--- config.mk ---
export PLATFORM = sky130hd
export DESIGN_NAME = prom_programmer
export DESIGN_NICKNAME = d
export VERILOG_FILES = /design/src/rtl/prom_programmer.sv
export SDC_FILE = /design/constraint.sdc
export NUM_CORES = 1
export LEC_CHECK = 0
export BUFFER_PORTS_ARGS = -buffer_cell sky130_fd_sc_hd__buf_4
export CORE_ASPECT_RATIO = 1.1
export CORE_MARGIN = 1
export CORE_UTILIZATION = 30
export DETAILED_ROUTE_END_ITERATION = 12
export GPL_TIMING_DRIVEN = 0
export SLEW_MARGIN = 20
export SYNTH_ARGS = -nofsm -noshare
export SYNTH_HDL_FRONTEND = slang
export SYNTH_SLANG_ARGS = --single-unit
--- constraint.sdc ---
create_clock -name clk -period 2.1 [get_ports clk]
set_input_delay 0.21 -clock clk [delete_from_list [all_inputs] [get_ports clk]]
set_output_delay 0.21 -clock clk [all_outputs]
set_load 0.02 [all_outputs]
--- src/rtl/prom_programmer.sv ---
// prom_programmer: write-side sequencer for blank-to-1 fuse PROMs.
// One target word per address; missing bits fused lowest-first, then re-read.
module prom_programmer #(
  parameter int WIDTH  = 8,
  parameter int HEIGHT = 5,
  parameter int PULSE  = 10,
  parameter int RETRY  = 3
) (
  input  logic              clk,
  input  logic              rst_,
  input  logic              start,
  input  logic              wr_valid,
  input  logic [WIDTH-1:0]  wr_data,
  output logic              wr_ready,
  output logic              busy,
  output logic              done,
  output logic              err,
  output logic [HEIGHT-1:0] err_addr,
  output logic [HEIGHT-1:0] dev_a,
  output logic [WIDTH-1:0]  dev_d,
  output logic              dev_pgm,
  output logic              dev_cs_,
  input  logic [WIDTH-1:0]  dev_q
);

  localparam int SW = (WIDTH > 1) ? $clog2(WIDTH) : 1;
  localparam int CW = $clog2(RETRY + 1);
  localparam int PW = (PULSE > 1) ? $clog2(PULSE) : 1;
  localparam logic [CW-1:0]     RETRY_C = CW'(RETRY);
  localparam logic [PW-1:0]     PLAST   = PW'(PULSE - 1);
  localparam logic [HEIGHT-1:0] ALAST   = '1;

  typedef enum logic [3:0] {
    S_IDLE, S_WAIT, S_RD0, S_RD1, S_CMP,
    S_PULSE, S_GAP, S_DONE, S_FAIL
  } state_t;

  state_t            state_q;
  logic [WIDTH-1:0]  tgt_q;
  logic [WIDTH-1:0]  cur_q;
  logic [CW-1:0]     cnt_q;
  logic [SW-1:0]     sel_q;
  logic [PW-1:0]     pcnt_q;
  logic              first_q;
  logic              wr_ready_q;
  logic              busy_q;
  logic              done_q;
  logic              err_q;
  logic [HEIGHT-1:0] err_addr_q;
  logic [HEIGHT-1:0] dev_a_q;
  logic [WIDTH-1:0]  dev_d_q;
  logic              dev_pgm_q;
  logic              dev_cs_n_q;

  logic [WIDTH-1:0]  miss_d;
  logic              bad_d;
  logic [SW-1:0]     idx_d;
  logic              newbit_d;
  logic [CW-1:0]     cnt_eff_d;

  // Compare read-back against target; pick the lowest still-blank bit.
  always_comb begin
    miss_d = tgt_q & ~cur_q;
    bad_d  = |(cur_q & ~tgt_q);
    idx_d  = '0;
    for (int i = WIDTH - 1; i >= 0; i--) begin
      if (miss_d[i]) idx_d = SW'(i);
    end
    newbit_d  = first_q || (idx_d != sel_q);
    cnt_eff_d = newbit_d ? '0 : cnt_q;
  end

  // Sequencer FSM with all outputs registered.
  always_ff @(posedge clk or negedge rst_) begin
    if (!rst_) begin
      state_q    <= S_IDLE;
      tgt_q      <= '0;
      cur_q      <= '0;
      cnt_q      <= '0;
      sel_q      <= '0;
      pcnt_q     <= '0;
      first_q    <= 1'b0;
      wr_ready_q <= 1'b0;
      busy_q     <= 1'b0;
      done_q     <= 1'b0;
      err_q      <= 1'b0;
      err_addr_q <= '0;
      dev_a_q    <= '0;
      dev_d_q    <= '0;
      dev_pgm_q  <= 1'b0;
      dev_cs_n_q <= 1'b1;
    end else begin
      done_q <= 1'b0;
      unique case (state_q)
        S_IDLE: begin
          if (start) begin
            busy_q     <= 1'b1;
            err_q      <= 1'b0;
            dev_a_q    <= '0;
            wr_ready_q <= 1'b1;
            state_q    <= S_WAIT;
          end
        end
        S_WAIT: begin
          if (wr_valid) begin
            tgt_q      <= wr_data;
            first_q    <= 1'b1;
            wr_ready_q <= 1'b0;
            dev_cs_n_q <= 1'b0;
            state_q    <= S_RD0;
          end
        end
        S_RD0: state_q <= S_RD1;
        S_RD1: begin
          cur_q      <= dev_q;
          dev_cs_n_q <= 1'b1;
          state_q    <= S_CMP;
        end
        S_CMP: begin
          if (bad_d) begin
            err_q      <= 1'b1;
            err_addr_q <= dev_a_q;
            busy_q     <= 1'b0;
            state_q    <= S_FAIL;
          end else if (miss_d == '0) begin
            if (dev_a_q == ALAST) begin
              done_q  <= 1'b1;
              busy_q  <= 1'b0;
              state_q <= S_DONE;
            end else begin
              dev_a_q    <= dev_a_q + HEIGHT'(1);
              wr_ready_q <= 1'b1;
              state_q    <= S_WAIT;
            end
          end else begin
            sel_q <= idx_d;
            if (cnt_eff_d == RETRY_C) begin
              cnt_q      <= cnt_eff_d;
              err_q      <= 1'b1;
              err_addr_q <= dev_a_q;
              busy_q     <= 1'b0;
              state_q    <= S_FAIL;
            end else begin
              cnt_q     <= cnt_eff_d + CW'(1);
              first_q   <= 1'b0;
              pcnt_q    <= '0;
              dev_pgm_q <= 1'b1;
              dev_d_q   <= WIDTH'(1) << idx_d;
              state_q   <= S_PULSE;
            end
          end
        end
        S_PULSE: begin
          if (pcnt_q == PLAST) begin
            dev_pgm_q <= 1'b0;
            dev_d_q   <= '0;
            state_q   <= S_GAP;
          end else begin
            pcnt_q <= pcnt_q + PW'(1);
          end
        end
        S_GAP: begin
          dev_cs_n_q <= 1'b0;
          state_q    <= S_RD0;
        end
        S_DONE: state_q <= S_IDLE;
        S_FAIL: state_q <= S_IDLE;
        default: state_q <= S_IDLE;
      endcase
    end
  end

  assign wr_ready = wr_ready_q;
  assign busy     = busy_q;
  assign done     = done_q;
  assign err      = err_q;
  assign err_addr = err_addr_q;
  assign dev_a    = dev_a_q;
  assign dev_d    = dev_d_q;
  assign dev_pgm  = dev_pgm_q;
  assign dev_cs_  = dev_cs_n_q;

endmodule
Yosys cells after proc, flatten, opt, wreduce, memory -nomap -nowiden:

Index checks and enable logic that the tools add are counted.

* bits in registers: 54
* bits of input ports: 20
* output and inout bits: 24
* word-level logic and storage cells: 139

* $add $sub $neg: 3
* eq/ne operators: 24
* shift-type cells: 1
* mux-type cells: 67
* bitwise gates (word level): 6
* reductions and logical operators: 22

Operator list (number)
* $mux 4: 10
* $mux 5: 7
* $mux 8: 4
* $pmux 4 s7: 1
* $mux 3: 9
* $mux 1: 25
* $ne 2x2->1 const B: 10
* $reduce_and 5->1: 4
* $and 8x8->8: 2
* $not 8->8: 2
* $pmux 8 s2: 1
* $eq 4x3->1 const B: 3
* $pmux 5 s2: 1
* $reduce_and 3->1: 3
* $eq 4x2->1 const B: 2
* $logic_not 8->1: 1
* $ne 4x4->1 const B: 2
* $pmux 1 s2: 4
* $pmux 4 s2: 1
* $reduce_and 4->1: 2
* $reduce_bool 2->1: 4
* $reduce_or 8->1: 1
* $shl 1x3->8 const A: 1
* $ne 3x3->1 const B: 2
* other kinds (16): 21

Depth between registers and ports, before layout:

Gate-level depths: netlist of run 1.

* word-level depth: 18
* depth in mapped cells: 9
* depth with buffers taken out: 9

Worst setup path after synthesis of run 1:

OpenSTA, ideal clock, no wires.

* path kind: reg-to-reg
* from: register tgt_q[0]
* to: register dev_d_q[1] (netlist: dev_d[1])
* library setup time: 0.140 ns
* arrival time: 2.135 ns
* slack: -0.175 ns
* stages on the path, launching flop included: 10
* buffers on the path: 2
* path through: dfrtp_1 -> nor2b_1 -> nor4_4 -> nor2b_1 -> buf_4 -> mux2_4 -> o2111a_1 -> buf_6 -> a211oi_4 -> o22ai_1

* longest elaborated chain between the ends: 8

Ends and longest elaborated chain
* start, declared: RTL line 39 `logic [WIDTH-1:0] tgt_q;`
* start signal, assigned: RTL line 106 `tgt_q <= wr_data;`
* $and 8x8->8: RTL line 63 `miss_d = tgt_q & ~cur_q;`
* $mux 3: RTL line 67 `if (miss_d[i]) idx_d = SW'(i);`
* $ne 3x3->1: RTL line 69 `newbit_d = first_q || (idx_d != sel_q);`
* $logic_or 1x1->1: RTL line 69
* $mux 2: RTL line 70 `cnt_eff_d = newbit_d ? '0 : cnt_q;`
* $eq 2x2->1: RTL line 137 `if (cnt_eff_d == RETRY_C) begin`
* $ne 2x2->1 (no source line)
* $reduce_and 5->1 (no source line)
* end signal, assigned: RTL line 148 `dev_d_q <= WIDTH'(1) << idx_d;`
* end, declared: RTL line 51 `logic [WIDTH-1:0] dev_d_q;`

Several ways; a longest one is shown, not always the timed one. The select of a mux whose other input is x is not followed.
A chain may end at the register's enable or synchronous reset.

Final worst setup path of run 1:

* from: register tgt_q[3]
* to: register dev_d_q[7] (netlist: dev_d[7])

* longest elaborated chain between the ends: 11

Ends and longest elaborated chain (RTL line)
* $and 8x8->8: 63
* $mux 3 (4 in series): 67
* $ne 3x3->1: 69
* $logic_or 1x1->1: 69
* $mux 2: 70
* $eq 2x2->1: 137
* $ne 2x2->1 (no source line)
* $reduce_and 5->1 (no source line)

Several ways; a longest one is shown, not always the timed one. The select of a mux whose other input is x is not followed.

==> qor.txt, run 1 <==
Async SR Flop Fraction -> 100.0%
Slew HR -> 52.30%
Initial Util -> 31.29%
GP Congestion -> 0.8350
Worst Setup EP -> dev_d[7]
number of H-tree levels -> 2
peak supply drop -> 0.5927 mV
RSZ-0062 raised after global routing -> true
skew final -> 12.04 ps
EDFF count, synth -> 0
Tmin final -> 2284 ps
worst-margin pin slew -> 715.6 ps
grt total ovfl -> 0
Non-Filler Cell Area, Final -> 4116 sq um
Reg clk slew, reported paths -> 100 ps
Cell variety after synth -> 55
ant diodes -> 0
metal3 WL -> 289 um
Final Hold Vio Count -> 0
DRC errors left -> 0
most frequent cells in the layout -> buf_4, dfrtp_1, nand2_1
largest net degree at the start of global routing -> 55
failing checks -> setup timing
hpwl dp -> 5013 um
IO buf count -> 43
Avg Cell Area, Syn -> 9.609 sq um
Crit. End Element -> flip-flop
initial antenna violation count -> 0
Mapped Cells -> 309
Setup CP Type -> flip-flop to flip-flop
DIE HEIGHT -> 106.3 um
FF+latch count, synth -> 54
P&R area growth vs syn -> 38.64%
Max Root-Sink Buffers -> 2
most common cell after layout, fill and taps aside -> buf_4
r2r startpoint -> tgt_q[3]
r2r setup slk -> -180 ps
met1 WL -> 3289 um
leakage power -> 1.852 nW
Tot Pwr -> 6.340 mW
root buf cell -> clkbuf_8
Worst setup startpoint -> tgt_q[3]
TritonCTS clock tree -> built
period utilisation layout -> 108.8%
I/O Pins -> 44
P per Cell Area -> 1540 nW/um^2
ys flop type -> dfrtp_1
Routed met2 length -> 3843 um
Initial DRC Count -> 194
post-synthesis instance area -> 2969 sq um
required time of the critical path -> 2290 ps
share of cells above drive strength 1 -> 40.05%
R2R Path End -> dev_d[7]
Net Count, Synth -> 333
cell row count -> 37
maxcap violations -> 0
Fmax -> 437.8 MHz
Placed Area -> 3455 sq um
Critical Path AT -> 2470 ps
via count -> 2597
post-synthesis sequential area ratio -> 45.55%
total negative slack -> -2475 ps
worst reg2reg path depth -> 10
outcome -> finished, violations left
Die Area -> 10300 sq um
Core ar. -> 9490 sq um
WL final -> 7494 um
average wire per cell in the routed design -> 14.72 um
CTS buffer count -> 5
setup slack after layout -> -183.9 ps
number of global-route vias before repair -> 2500
critical path fanouts, max -> 8
clk_lat worst skew -> 320 ps
final setup violation count -> 22
TritonCTS Sinks -> 54
DRT Pass-1 Iters -> 4
Die W -> 96.86 um
synth warn -> 0
Slew Limit Fails -> 0
nets -> 415
HP Class -> primary input to flip-flop
CP Launch Type -> flip-flop
first-pass GRT wire length -> 12100 um
Top Metal Used -> met4
All-Layer GR Usage -> 14.42%
post-route ant nets -> 0
vias per cell -> 5.102
==> worst min path at each step <==
stage	start	endpoint	slack, ps	depth (start not counted)
5_1_grt	dev_q[3]	cur_q[3]	110	3
2_1_floorplan	rst_	busy	-90	0
6_report	dev_q[3]	cur_q[3]	120	3
3_5_place_dp	rst_	pcnt_q[1]	310	1
4_1_cts	wr_data[5]	tgt_q[5]	110	2
3_3_place_gp	rst_	pcnt_q[1]	310	1
==> timing repair <==
action / in CTS / in global routing
resized for setup: 35 / 34
endpoints found under the setup margin: 41 / 47
hold buffers: 1 / 0
buffers inserted: 21 / 15
endpoints found under the hold margin: 53 / 0
cloned: 0 / 0
pin swaps: 22 / 14
==> flip-flops by register name, summed over array words and instances (netlist names) <==
signal	flops
state_q	4
first_q	1
dev_pgm	1
busy	1
err	1
wr_ready	1
cur_q	8
done	1
err_addr	5
dev_d	8
dev_cs_	1
tgt_q	8
pcnt_q	4
cnt_q	2
sel_q	3
dev_a	5
==> power breakdown <==
group / total (mW) / internal, mW / switching [mW]
Clock: 0.712 / 0.358 / 0.354
Combinational: 3.83 / 1.90 / 1.93
Sequential: 1.80 / 1.45 / 0.352
Total: 6.34 / 3.71 / 2.63
==> metal layers <==
| layer | up-vias | global-route usage (%) |
|---|---|---|
| met4 | 0 | 5.117 |
| li1 | 1264 | - |
| met3 | 8 | 2.038 |
| met5 | - | 0 |
| met1 | 1266 | 18.82 |
| met2 | 59 | 24.40 |
==> cells in the mapped netlist, types with 2 or more instances <==
master / count / share of area [%]
a211o_1: 4 / 1.2
or3_1: 5 / 1.1
mux2_2: 17 / 6.4
nand4_1: 6 / 1.3
and2_1: 5 / 1.1
a31oi_1: 4 / 0.84
a21oi_1: 17 / 2.9
inv_1: 20 / 2.5
dfrtp_1: 53 / 45
xor2_1: 2 / 0.59
nor2_1: 21 / 2.7
nor2b_1: 14 / 2.9
o21ai_1: 2 / 0.34
o211ai_1: 3 / 0.76
nand2_1: 32 / 4.0
o22ai_1: 7 / 1.5
o21ai_0: 12 / 2.0
a2111oi_0: 2 / 0.59
ha_1: 4 / 1.7
o21a_1: 2 / 0.51
o311ai_0: 2 / 0.59
clkbuf_1: 8 / 1.0
a22o_1: 2 / 0.59
a21o_1: 2 / 0.51
and3_1: 6 / 1.3
xnor2_1: 2 / 0.59
nand2b_1: 9 / 1.9
nor3_1: 2 / 0.34
o31ai_1: 4 / 1.0
a211oi_1: 2 / 0.51
nand3_1: 12 / 2.0
or2_2: 2 / 0.42
o2111a_1: 2 / 0.76
==> metrics by stage <==
step	setup WS, ps	util, %	hold WS (ps)	cells
after floorplan	-131.9	-	-85.59	309
after global placement	-350.7	36.40	308.4	469
after detailed placement	-373.2	36.40	310.4	469
after CTS	-222.9	40.80	113.8	497
after global routing	-292.5	43.38	105.6	509
final	-183.9	43.38	115.4	509
==> final cells by class <==
class                   count  area, sq um
repair buffers             78        625.6
fillers                   898         5374
plain buffers               8        42.54
well taps                 117        146.4
multi-input cells         224         1764
clock inverters             1        30.03
inverters                  20        75.07
flip-flops and latches     54         1356
clock buffers               7        76.32
==> worst max-delay path: stages, from the launching register on <==
cell and delay, ps:
dfrtp_1 420, nor2b_4 150, nor4_4 280, nor2b_1 160, buf_4 120, mux2_4 300
o2111a_1 130, buf_6 140, a211oi_4 200, buf_6 160, o22ai_2 90
==> logic make-up (layout without fill, tap and decap cells) <==
kind of cell	count (synthesis)	after routing	synth area share (%)
buffers and inverters	31	114	4.298
XOR/XNOR	4	4	1.180
AND/OR/NAND/NOR	120	120	21.28
multiplexers	19	19	7.290
adder cells (fa/ha/maj)	4	4	1.686
AO/OA/AOI/OAI	77	77	18.71
flip-flops	54	54	45.55
(Power assumes the default switching activity.)
==> inputs of run 2 (changes only) <==
--- a/config.mk
+++ b/config.mk
@@ -6,7 +6,7 @@
 export NUM_CORES = 1
 export LEC_CHECK = 0
 export BUFFER_PORTS_ARGS = -buffer_cell sky130_fd_sc_hd__buf_4
-export CORE_ASPECT_RATIO = 1.1
+export CORE_ASPECT_RATIO = 2
 export CORE_MARGIN = 1
 export CORE_UTILIZATION = 30
 export DETAILED_ROUTE_END_ITERATION = 12
==> run 2 against run 1 <==
Effect of this change: the flow still finishes with violations (setup timing); setup slack better by 40 ps; critical path depth unchanged; count of clock-buffer cells in the layout fell by 2; sequential share of layout area increased by 0.54 points; critical endpoint is now err_addr[4]; largest power group unchanged; routed wire length is 0.15% higher; clock power grew 19%; die area is 0.23% higher; non-clock buffer count is 11 lower.
==> qor.txt, run 2 (synthesized netlist as in run 1, its figures left out) <==
outcome -> finished, violations left (unchanged)
failing checks -> setup timing (unchanged)
most frequent cells in the layout -> buf_4, dfrtp_1, nand2_1 (unchanged)
P per Cell Area -> 1540 nW/um^2 (about the same)
RSZ-0062 raised after global routing -> true (unchanged)
ant diodes -> 0 (unchanged)
Non-Filler Cell Area, Final -> 4050 sq um (was 4116 sq um)
Inst Count DP -> 484 (was 469)
most frequent CP cell -> buf_4 (was buf_6)
skew final -> 10.18 ps (was 12.04 ps)
hpwl dp -> 5422 um (was 5013 um)
Reg clk slew, reported paths -> 80 ps (was 100 ps)
worst reg2reg path depth -> 10 (unchanged)
share of cells above drive strength 1 -> 38.06% (was 40.05%)
TritonCTS Sinks -> 54 (unchanged)
grt total ovfl -> 0 (unchanged)
Max Root-Sink Buffers -> 2 (unchanged)
Filler Cell Count -> 1000 (was 898)
Placed Area -> 3473 sq um (was 3455 sq um)
All-Layer GR Usage -> 15.03% (was 14.42%)
Initial DRC Count -> 92 (was 194)
DIE HEIGHT -> 142.7 um (was 106.3 um)
Final Hold Vio Count -> 0 (unchanged)
total negative slack -> -1668 ps (was -2475 ps)
GP Congestion -> 0.8687 (was 0.8350)
DRC errors left -> 0 (unchanged)
P&R area growth vs syn -> 36.41% (was 38.64%)
first-pass GRT wire length -> 11810 um (was 12100 um)
most common cell after layout, fill and taps aside -> buf_4 (unchanged)
largest net degree at the start of global routing -> 55 (unchanged)
required time of the critical path -> 2290 ps (about the same)
CP max stage delay -> 450 ps (was 420 ps)
CP max stage cell -> dfrtp_2 (was dfrtp_1)
Crit. End Element -> flip-flop (unchanged)
leakage power -> 1.799 nW (was 1.852 nW)
Worst setup startpoint -> cur_q[4] (was tgt_q[3])
maxcap violations -> 0 (unchanged)
Critical Path AT -> 2440 ps (was 2470 ps)
cell row count -> 51 (was 37)
number of H-tree levels -> 2 (unchanged)
final setup violation count -> 17 (was 22)
Worst Setup EP -> err_addr[4] (was dev_d[7])
Slew Limit Fails -> 0 (unchanged)
period utilisation layout -> 106.9% (was 108.8%)
via count -> 2552 (was 2597)
r2r startpoint -> cur_q[4] (was tgt_q[3])
Fmax -> 445.6 MHz (was 437.8 MHz)
nets -> 404 (was 415)
Critical Path, Cell by Cell -> nor2b_4, and4bb_2, nor2b_1, buf_4, mux2_4, o2111a_1, buf_6, buf_4, mux2i_1, a211o_1 (was nor2b_4, nor4_4, nor2b_1, buf_4, mux2_4, o2111a_1, buf_6, a211oi_4, buf_6, o22ai_2)
number of global-route vias before repair -> 2488 (was 2500)
CTS buffer count -> 5 (unchanged)
setup slack after layout -> -144.2 ps (was -183.9 ps)
Non-Filler Instances -> 513 (was 509)
clk_lat worst skew -> 300 ps (was 320 ps)
R2R Path End -> err_addr[4] (was dev_d[7])
I/O Pins -> 44 (unchanged)
vias per cell -> 4.975 (was 5.102)
average wire per cell in the routed design -> 14.63 um (was 14.72 um)
WL final -> 7505 um (was 7494 um)
peak supply drop -> 0.5899 mV (was 0.5927 mV)
Die Area -> 10320 sq um (was 10300 sq um)
Post-Route Utilization -> 41.76% (was 43.38%)
CP Launch Type -> flip-flop (unchanged)
dpl ws -> -433.3 ps (was -373.2 ps)
Tmin final -> 2244 ps (was 2284 ps)
IO buf count -> 43 (unchanged)
HP Class -> primary input to flip-flop (unchanged)
crit-path leading delay family -> simple AND/OR/NAND/NOR gates (unchanged)
critical path fanouts, max -> 7 (was 8)
Slew HR -> 52.44% (was 52.30%)
Initial Util -> 30.61% (was 31.29%)
root buf cell -> clkbuf_16 (was clkbuf_8)
Setup CP Type -> flip-flop to flip-flop (unchanged)
Critical path buffers and inverters -> 3 (unchanged)
Core ar. -> 9699 sq um (was 9490 sq um)
DRT Pass-1 Iters -> 4 (unchanged)
post-route ant nets -> 0 (unchanged)
r2r setup slk -> -140 ps (was -180 ps)
Die W -> 72.35 um (was 96.86 um)
worst-margin pin slew -> 713.4 ps (was 715.6 ps)
initial antenna violation count -> 0 (unchanged)
TritonCTS clock tree -> built (unchanged)
CP Depth -> 10 (unchanged)
==> run 2: cell count changes in the layout (fill, tap and decap cells not counted), sizes merged <==
cell,delta
clkinvlp,+1
clkinv,+1
clkbuf,-3
inv,+1
bufinv,-1
buf,-10
==> run 2: how the worst min path moves through the flow <==
stage / from / end / slack (ps) / depth (start not counted)
detailed placement: rst_ / dev_d[7] / 310 / 1
global route: dev_q[3] / cur_q[3] / 110 / 3
floorplan: rst_ / busy / -90 / 0
CTS: dev_q[3] / cur_q[3] / 110 / 3
finish: dev_q[3] / cur_q[3] / 110 / 3
global placement: rst_ / tgt_q[6] / 310 / 1
==> run 2: per-layer routing <==
layer	track usage [%]	up-vias	part of all wire (%)
met2	28.87	45	58
met4	7.740	0	2.8
met3	1.835	13	2.2
met5	0	-	0
li1	-	1248	-
met1	15.25	1246	37
==> run 2: what timing repair did <==
| action | in CTS | in global routing |
|---|---|---|
| endpoints found under the setup margin | 42 | 42 |
| buffers inserted | 13 | 11 |
| resized for setup | 27 | 33 |
| pin swaps | 7 | 13 |
| hold endpoints to repair | 46 | 0 |
| hold buffers | 1 | 0 |
==> run 2: final cells by class <==
cell class	count	area (sq um)	share of cell area, %
multi-input combinational	224	1735	42.85
buffer	8	43.79	1.081
sequential	54	1356	33.49
clock buffer	5	125.1	3.089
clock inverter	3	25.02	0.6179
timing repair buffer	67	524.3	12.94
inverter	20	75.07	1.854
tap	132	165.2	4.078
==> run 2: per-stage QoR <==
stage | hold WS [ps] | total power [mW]
after global routing | 112.7 | 6.676
after detailed placement | 309.5 | 4.539
after floorplan | -85.59 | 3.756
after CTS | 105.7 | 5.822
final | 110.9 | 6.236
after global placement | 305.2 | 4.479
==> run 2: worst min-delay path, stage by stage <==
cell	delay [ps]
buf_4	80
nand2_1	30
o21ai_0	60
==> run 2: report_power, final <==
| group | total (mW) | switching, mW | internal [mW] |
|---|---|---|---|
| sequential | 1.84 | 0.388 | 1.45 |
| clock | 0.845 | 0.396 | 0.449 |
| combinational | 3.55 | 1.81 | 1.74 |
| total | 6.24 | 2.59 | 3.64 |
